<file path="src/rtl/msx_sdram_arbiter.sv">
// rtl/msx_sdram_arbiter.sv - single-port SDRAM arbiter for dl / cpu / bg requesters
// Optional WAIT timeout is enabled by defining SDRAM_ARB_TIMEOUT_EN.
module msx_sdram_arbiter #(
  parameter int ADDR_W    = 25,
  parameter int CPU_BURST = 4,
  parameter int TIMEOUT   = 255
) (
  input  logic              clk,
  input  logic              reset_n,
  input  logic              dl_req,
  input  logic              cpu_req,
  input  logic              bg_req,
  input  logic              dl_we,
  input  logic              cpu_we,
  input  logic              bg_we,
  input  logic [ADDR_W-1:0] dl_addr,
  input  logic [ADDR_W-1:0] cpu_addr,
  input  logic [ADDR_W-1:0] bg_addr,
  input  logic [7:0]        dl_din,
  input  logic [7:0]        cpu_din,
  input  logic [7:0]        bg_din,
  output logic              dl_ack,
  output logic              cpu_ack,
  output logic              bg_ack,
  output logic [7:0]        rd_data,
  output logic              busy,
  output logic              err,
  output logic [ADDR_W-1:0] sdram_addr,
  output logic [7:0]        sdram_din,
  output logic              sdram_rd,
  output logic              sdram_we,
  input  logic              sdram_ready,
  input  logic [7:0]        sdram_dout
);

  typedef enum logic [1:0] {S_IDLE, S_ISSUE, S_WAIT, S_DONE} state_t;

  localparam logic [1:0] G_DL  = 2'd0;
  localparam logic [1:0] G_CPU = 2'd1;
  localparam logic [1:0] G_BG  = 2'd2;
  localparam logic [3:0] BURST_MAX = 4'(CPU_BURST);

  if (CPU_BURST < 1 || CPU_BURST > 15 || TIMEOUT < 1) begin : g_bad_cfg
    $error("msx_sdram_arbiter: CPU_BURST must be 1..15 and TIMEOUT >= 1");
  end

  state_t            state_q, state_d;
  logic [1:0]        gnt_q, gnt_d;
  logic [ADDR_W-1:0] addr_q, addr_d;
  logic [7:0]        din_q, din_d;
  logic              wr_q, wr_d;
  logic [3:0]        burst_q, burst_d;
  logic [7:0]        rd_data_q, rd_data_d;
  logic [2:0]        ack_q, ack_d;
  logic              str_rd_q, str_rd_d;
  logic              str_we_q, str_we_d;
  logic              busy_q, busy_d;

`ifdef SDRAM_ARB_TIMEOUT_EN
  localparam int TO_W = (TIMEOUT > 255) ? $clog2(TIMEOUT + 1) : 8;
  logic [TO_W-1:0] to_q, to_d;
  logic            err_q, err_d;
`endif

  always_comb begin
    state_d   = state_q;
    gnt_d     = gnt_q;
    addr_d    = addr_q;
    din_d     = din_q;
    wr_d      = wr_q;
    burst_d   = burst_q;
    rd_data_d = rd_data_q;
    ack_d     = 3'b000;
    str_rd_d  = 1'b0;
    str_we_d  = 1'b0;
`ifdef SDRAM_ARB_TIMEOUT_EN
    to_d      = to_q;
    err_d     = err_q;
`endif
    unique case (state_q)
      S_IDLE: begin
        if (dl_req || cpu_req || bg_req) begin
          state_d = S_ISSUE;
          if (dl_req) begin
            gnt_d  = G_DL;
            addr_d = dl_addr;
            din_d  = dl_din;
            wr_d   = dl_we;
            if (!bg_req) burst_d = '0;
          end else if (cpu_req && !(bg_req && burst_q == BURST_MAX)) begin
            gnt_d  = G_CPU;
            addr_d = cpu_addr;
            din_d  = cpu_din;
            wr_d   = cpu_we;
            // Count only cpu grants that make a waiting bg wait longer.
            if (!bg_req)                    burst_d = '0;
            else if (burst_q != BURST_MAX)  burst_d = burst_q + 4'd1;
          end else begin
            gnt_d   = G_BG;
            addr_d  = bg_addr;
            din_d   = bg_din;
            wr_d    = bg_we;
            burst_d = '0;
          end
          str_rd_d = !wr_d;
          str_we_d = wr_d;
        end
      end
      S_ISSUE: begin
        state_d = S_WAIT;
`ifdef SDRAM_ARB_TIMEOUT_EN
        to_d    = '0;
`endif
      end
      S_WAIT: begin
        if (sdram_ready) begin
          state_d = S_DONE;
          ack_d   = 3'b001 << gnt_q;
          if (!wr_q) rd_data_d = sdram_dout;
        end
`ifdef SDRAM_ARB_TIMEOUT_EN
        else if (to_q == TO_W'(TIMEOUT - 1)) begin
          state_d   = S_DONE;
          ack_d     = 3'b001 << gnt_q;
          rd_data_d = 8'hFF;
          err_d     = 1'b1;
        end else begin
          to_d = to_q + 1'b1;
        end
`endif
      end
      S_DONE:  state_d = S_IDLE;
      default: state_d = S_IDLE;
    endcase
    busy_d = (state_d != S_IDLE);
  end

  always_ff @(posedge clk) begin
    if (!reset_n) begin
      state_q   <= S_IDLE;
      gnt_q     <= G_DL;
      addr_q    <= '0;
      din_q     <= '0;
      wr_q      <= 1'b0;
      burst_q   <= '0;
      rd_data_q <= '0;
      ack_q     <= '0;
      str_rd_q  <= 1'b0;
      str_we_q  <= 1'b0;
      busy_q    <= 1'b0;
`ifdef SDRAM_ARB_TIMEOUT_EN
      to_q      <= '0;
      err_q     <= 1'b0;
`endif
    end else begin
      state_q   <= state_d;
      gnt_q     <= gnt_d;
      addr_q    <= addr_d;
      din_q     <= din_d;
      wr_q      <= wr_d;
      burst_q   <= burst_d;
      rd_data_q <= rd_data_d;
      ack_q     <= ack_d;
      str_rd_q  <= str_rd_d;
      str_we_q  <= str_we_d;
      busy_q    <= busy_d;
`ifdef SDRAM_ARB_TIMEOUT_EN
      to_q      <= to_d;
      err_q     <= err_d;
`endif
    end
  end

  assign dl_ack     = ack_q[0];
  assign cpu_ack    = ack_q[1];
  assign bg_ack     = ack_q[2];
  assign rd_data    = rd_data_q;
  assign busy       = busy_q;
  assign sdram_addr = addr_q;
  assign sdram_din  = din_q;
  assign sdram_rd   = str_rd_q;
  assign sdram_we   = str_we_q;
`ifdef SDRAM_ARB_TIMEOUT_EN
  assign err        = err_q;
`else
  assign err        = 1'b0;
`endif

endmodule

</file>
<file path="config.mk">
export PLATFORM = sky130hd
export DESIGN_NAME = msx_sdram_arbiter
export DESIGN_NICKNAME = d
export VERILOG_FILES = /design/src/rtl/msx_sdram_arbiter.sv
export SDC_FILE = /design/constraint.sdc
export NUM_CORES = 1
export LEC_CHECK = 0
export ABC_AREA = 1
export CAP_MARGIN = 20
export CORE_MARGIN = 2
export CORE_UTILIZATION = 63
export DETAILED_ROUTE_END_ITERATION = 8
export DONT_BUFFER_PORTS = 1
export HOLD_SLACK_MARGIN = 0.02
export PLACE_DENSITY = 0.79
export RECOVER_POWER = 100
export SKIP_CTS_REPAIR_TIMING = 1
export SYNTH_ARGS = -nofsm -noshare
export SYNTH_HDL_FRONTEND = slang
export SYNTH_SLANG_ARGS = --single-unit
</file>
<file path="constraint.sdc">
create_clock -name clk -period 2.02 [get_ports clk]
set_input_delay 0.202 -clock clk [delete_from_list [all_inputs] [get_ports clk]]
set_output_delay 0.202 -clock clk [all_outputs]
set_load 0.05 [all_outputs]
</file>
Yosys cells after proc, flatten, opt, wreduce, memory -nomap -nowiden --
Cells that the tools add are included.
Cells by class: bitwise logic cells 1, equality and inequality tests 7, shift operators 1, reduce and logical (&&, ||, !) cells 13, mux-type cells 18, add/subtract/negate cells 1
Operators with widths (count):
- 2-to-1 mux 25 bit | 2
- 2-to-1 mux 4 bit | 5
- 2-to-1 mux 8 bit | 2
- AND reduction 3 bit | 3
- 2-to-1 mux 2 bit | 4
- one-hot mux 2 bit (4 select lines) | 1
- adder 4 x 1 -> 4 bit, second input constant | 1
- == test 2 bit, second input constant | 2
- == test 4 x 3 -> 1 bit, second input constant | 1
- 2-to-1 mux 1 bit | 4
- != test 4 x 3 -> 1 bit, second input constant | 1
- AND reduction 4 bit | 1
- != test 3 x 2 -> 1 bit, second input constant | 1
- left shift 1 x 2 -> 3 bit, first input constant | 1
- == test 2 x 1 -> 1 bit, second input constant | 1
- logical AND 1 bit | 2
- zero test 1 bit | 2
- zero test 2 bit | 1
- logical OR 1 bit | 2
- != test 2 bit, second input constant | 1
- AND reduction 2 bit | 1
- nonzero test 2 bit | 1
- NOT 1 bit | 1
Word-level totals: output and inout port bits 48, flip-flop bits (word level) 56

Longest topological paths before layout --
depth in word-level cells 9, mapped depth 11, depth with buffers taken out 11

Least setup slack after synthesis --
OpenSTA, ideal clock, no wires.
kind flip-flop to flip-flop, start register burst_q[0], end register addr_q[1] (netlist: sdram_addr[1]), stages on the path, launching flop included 12, path slack 622 ps, clock period less this slack 1398 ps, data required time 1903 ps, arrival 1281 ps, path buffers 1, setup time 117 ps, cell sequence dfxtp_1 -> inv_1 -> ha_1 -> nand2_1 -> inv_2 -> nand2_2 -> nand2_2 -> nand2_2 -> nor2_4 -> buf_6 -> a21oi_1 -> nand2_1
Between the ends: word-level cells in the longest chain between the ends 6
RTL lines:
- from (decl) | line 52 | logic [3:0] burst_q, burst_d;
- from (signal assigned) | line 161 | burst_q <= burst_d;
- == test 4 x 3 -> 1 bit | line 90 | end else if (cpu_req && !(bg_req && burst_q == BURST_MAX)) begin
- logical AND 1 bit | line 90
- zero test 1 bit | line 90
- logical AND 1 bit | line 90
- 2-to-1 mux 25 bit | line 90
- 2-to-1 mux 25 bit | line 84 | if (dl_req) begin
- to (signal assigned) | line 158 | addr_q <= addr_d;
- to (decl) | line 49 | logic [ADDR_W-1:0] addr_q, addr_d;
No other way between the ends. A chain may end at the register's enable or synchronous reset.

Worst setup path in the final report --
start register burst_q[0], end register din_q[6] (netlist: sdram_din[6])
Between the ends: word-level cells in the longest chain between the ends 6
RTL lines:
- == test 4 x 3 -> 1 bit | line 90
- logical AND 1 bit | line 90
- zero test 1 bit | line 90
- logical AND 1 bit | line 90
- 2-to-1 mux 8 bit | line 90
- 2-to-1 mux 8 bit | line 84
- to (signal assigned) | line 159 | din_q <= din_d;
- to (decl) | line 50 | logic [7:0] din_q, din_d;
No other way between the ends.

==> metrics.csv <==
metric,value,unit
worst-path fanout max,12,
H-tree depth,2,
peak supply drop,0.0009111,V
port bufs,0,
"slowest stage delay, CP",410,ps
Area Overhead vs Synth,7.800,%
fmax,603.1,MHz
reg2reg end,sdram_din[6],
chip width,71.51,um
worst-margin pin slew,753.2,ps
syn nets,558,
drt via density,5.723,
Core Area,4384,um2
Initial Utilization,0.6550,
RSZ-0062 raised after global routing,false,
RD Place Congestion,0.7688,
TritonCTS Buffers,5,
"CTS clk-pin slew, worst paths",100,ps
"Net count, final",561,
row cnt,24,
CTS tree,yes,
"Power, Total",4.616,mW
sequential fraction of the synthesis area,0.3904,
worst hold margin,16.42,ps
Clk Tree Root Cell,clkbuf_8,
origin of the critical flop-to-flop path,burst_q[0],
# diodes,0,
first-pass GRT wire length,11420,um
top cell type's share of synthesized area,0.3904,
Synth area leaders,"dfxtp_1 (39%), nand2_1 (10%), nand3_1 (10%)",
slew margin rel.,0.4973,
CP top delay family,simple AND/OR/NAND/NOR gates,
hold depth,2,
kind of end point of the critical path,flip-flop,
Slew Limit Fails,0,
Period minus WS final,1658,ps
share of cells above drive strength 1,0.05656,
most frequent cell after synthesis,nand2_1,
initial DRC count,134,
post-synthesis register bit count,56,
Leak Pwr,1.513,nW
Syn. warnings,0,
number of flops mapped to enable cells by yosys,0,
clk sinks,56,
worst reg-to-reg setup slack,360,ps
Total GRT Usage,0.2740,
grt ovf,0,
commonest cells in the netlist,"nand2_1 (80), nor2_1 (71), nand3_1 (59)",
pin count of the biggest net entering global routing,31,
Pwr Density,1491,nW/um2
Place WS,466.8,ps
post-DP HPWL,5066,um
"Clk Latency, worst-skew pair",310,ps
skew final,5.544,ps
status,"finished, final reports clean",
Startpoint Class,flip-flop,
Worst Hold Path EP,sdram_addr[13],
Ports,164,
number of max-cap violations,0,
Most Frequent Cell on Critical Path,nand2_1,
Post-synth ARST share,0,
Yosys top cell by area,dfxtp_1,
Critical path origin,burst_q[0],
"critical path, cell by cell",inv_1 > ha_1 > nand2_1 > clkinv_1 > nand2_1 > nand2_1 > nand2_1 > nor2_2 > nand2_1 > nand3_1,
vias post-DR,2827,
worst min path class,primary input to flip-flop,
"crit path setup slack, layout",361.8,ps
Post-Synthesis Cells,438,
Residual DRC,0,
Levels on crit path,10,
Pre-antenna DRT Iters,5,
Synth Cell Area,2872,um2
worst path bufs/invs,2,
Die ar.,5114,um2
Post-Route WL,7301,um
worst hold start,cpu_addr[13],
number of routed nets with antenna violations,0,
Syn Area/Cell,6.556,um2
Final Hold Fails,0,
Final Cycle Share,0.8209,
setup TNS,0,ps
# setup viols final,0,
Synth cell types,27,
Routed wire per std cell,14.78,um
initial antenna violation count,0,
slowest CP cell,nor2_2,
vias in the first global route,2676,
die height,71.51,um
clock buffer depth,2,
"Primary FF master, synth",dfxtp_1,
WS Path Type,flip-flop to flip-flop,
FF-to-FF path depth,10,
data required time at the worst endpoint,2270,ps
Crit path arrival time,1910,ps
==> cells by family after synthesis <==
kind of cell / Yosys count / synth area share
fa+ha+maj: 4 / 0.01743
xor+xnor: 1 / 0.003051
flops: 56 / 0.3904
simple gates: 247 / 0.3869
buf+inv: 82 / 0.1172
other cells: 1 / 0.001306
compound gates: 47 / 0.08366
==> state kept, by name, summed over array words and instances, names as in the netlist <==
signal / count
sdram_addr: 25
rd_data: 8
sdram_din: 8
burst_q: 4
ack_q: 3
gnt_q: 2
state_q: 2
busy: 1
sdram_rd: 1
sdram_we: 1
wr_q: 1
==> area by class of cell <==
cell class	count	area (um2)
clock buffers	5	68.82
clock inverters	3	27.53
fillers	384	1289
inverters	57	214.0
multi-input cells	300	1401
flip-flops and latches	56	1121
well taps	52	65.06
repair buffers	21	197.7
==> power by group <==
group	switching (mW)	internal, mW	total [mW]
Clock	0.379	0.255	0.634
Sequential	1.25	1.45	2.69
Combinational	0.821	0.467	1.29
==> metrics by stage <==
step | utilization | std cells | area, um2
finish | 0.7061 | 494 | 3095
global route | 0.7061 | 494 | 3095
CTS | 0.6724 | 478 | 2948
detailed placement | 0.6504 | 470 | 2851
global placement | 0.6504 | 470 | 2851
floorplan | - | 438 | 2872
==> routing by layer <==
| layer | up-vias | global-route usage | wire (um) |
|---|---|---|---|
| met5 | - | 0 | 0 |
| met1 | 1246 | 0.3271 | 2815 |
| met3 | 15 | 0.08439 | 766 |
| li1 | 1407 | - | - |
| met4 | 0 | 0.1069 | 154 |
| met2 | 159 | 0.4609 | 3564 |
==> placed cells by master, fill, tap and decap left out, drive strengths merged, types with 2 or more instances in the layout <==
cell type	instances
ha	4
o21ai	15
buf	5
dfxtp	56
dlygate4sd3	16
nand3	60
nand4	23
a21oi	30
clkinv	2
clkbuf	5
nand2	86
nor2	74
inv	57
==> worst max-delay path by stage <==
stage	end	slack, ps
after global placement	sdram_we	550
after global routing	sdram_din[4]	170
after floorplan	sdram_addr[1]	620
final	sdram_din[6]	360
after detailed placement	burst_q[3]	470
after CTS	burst_q[3]	440
No activity file was read; power rests on OpenSTA's default activity.
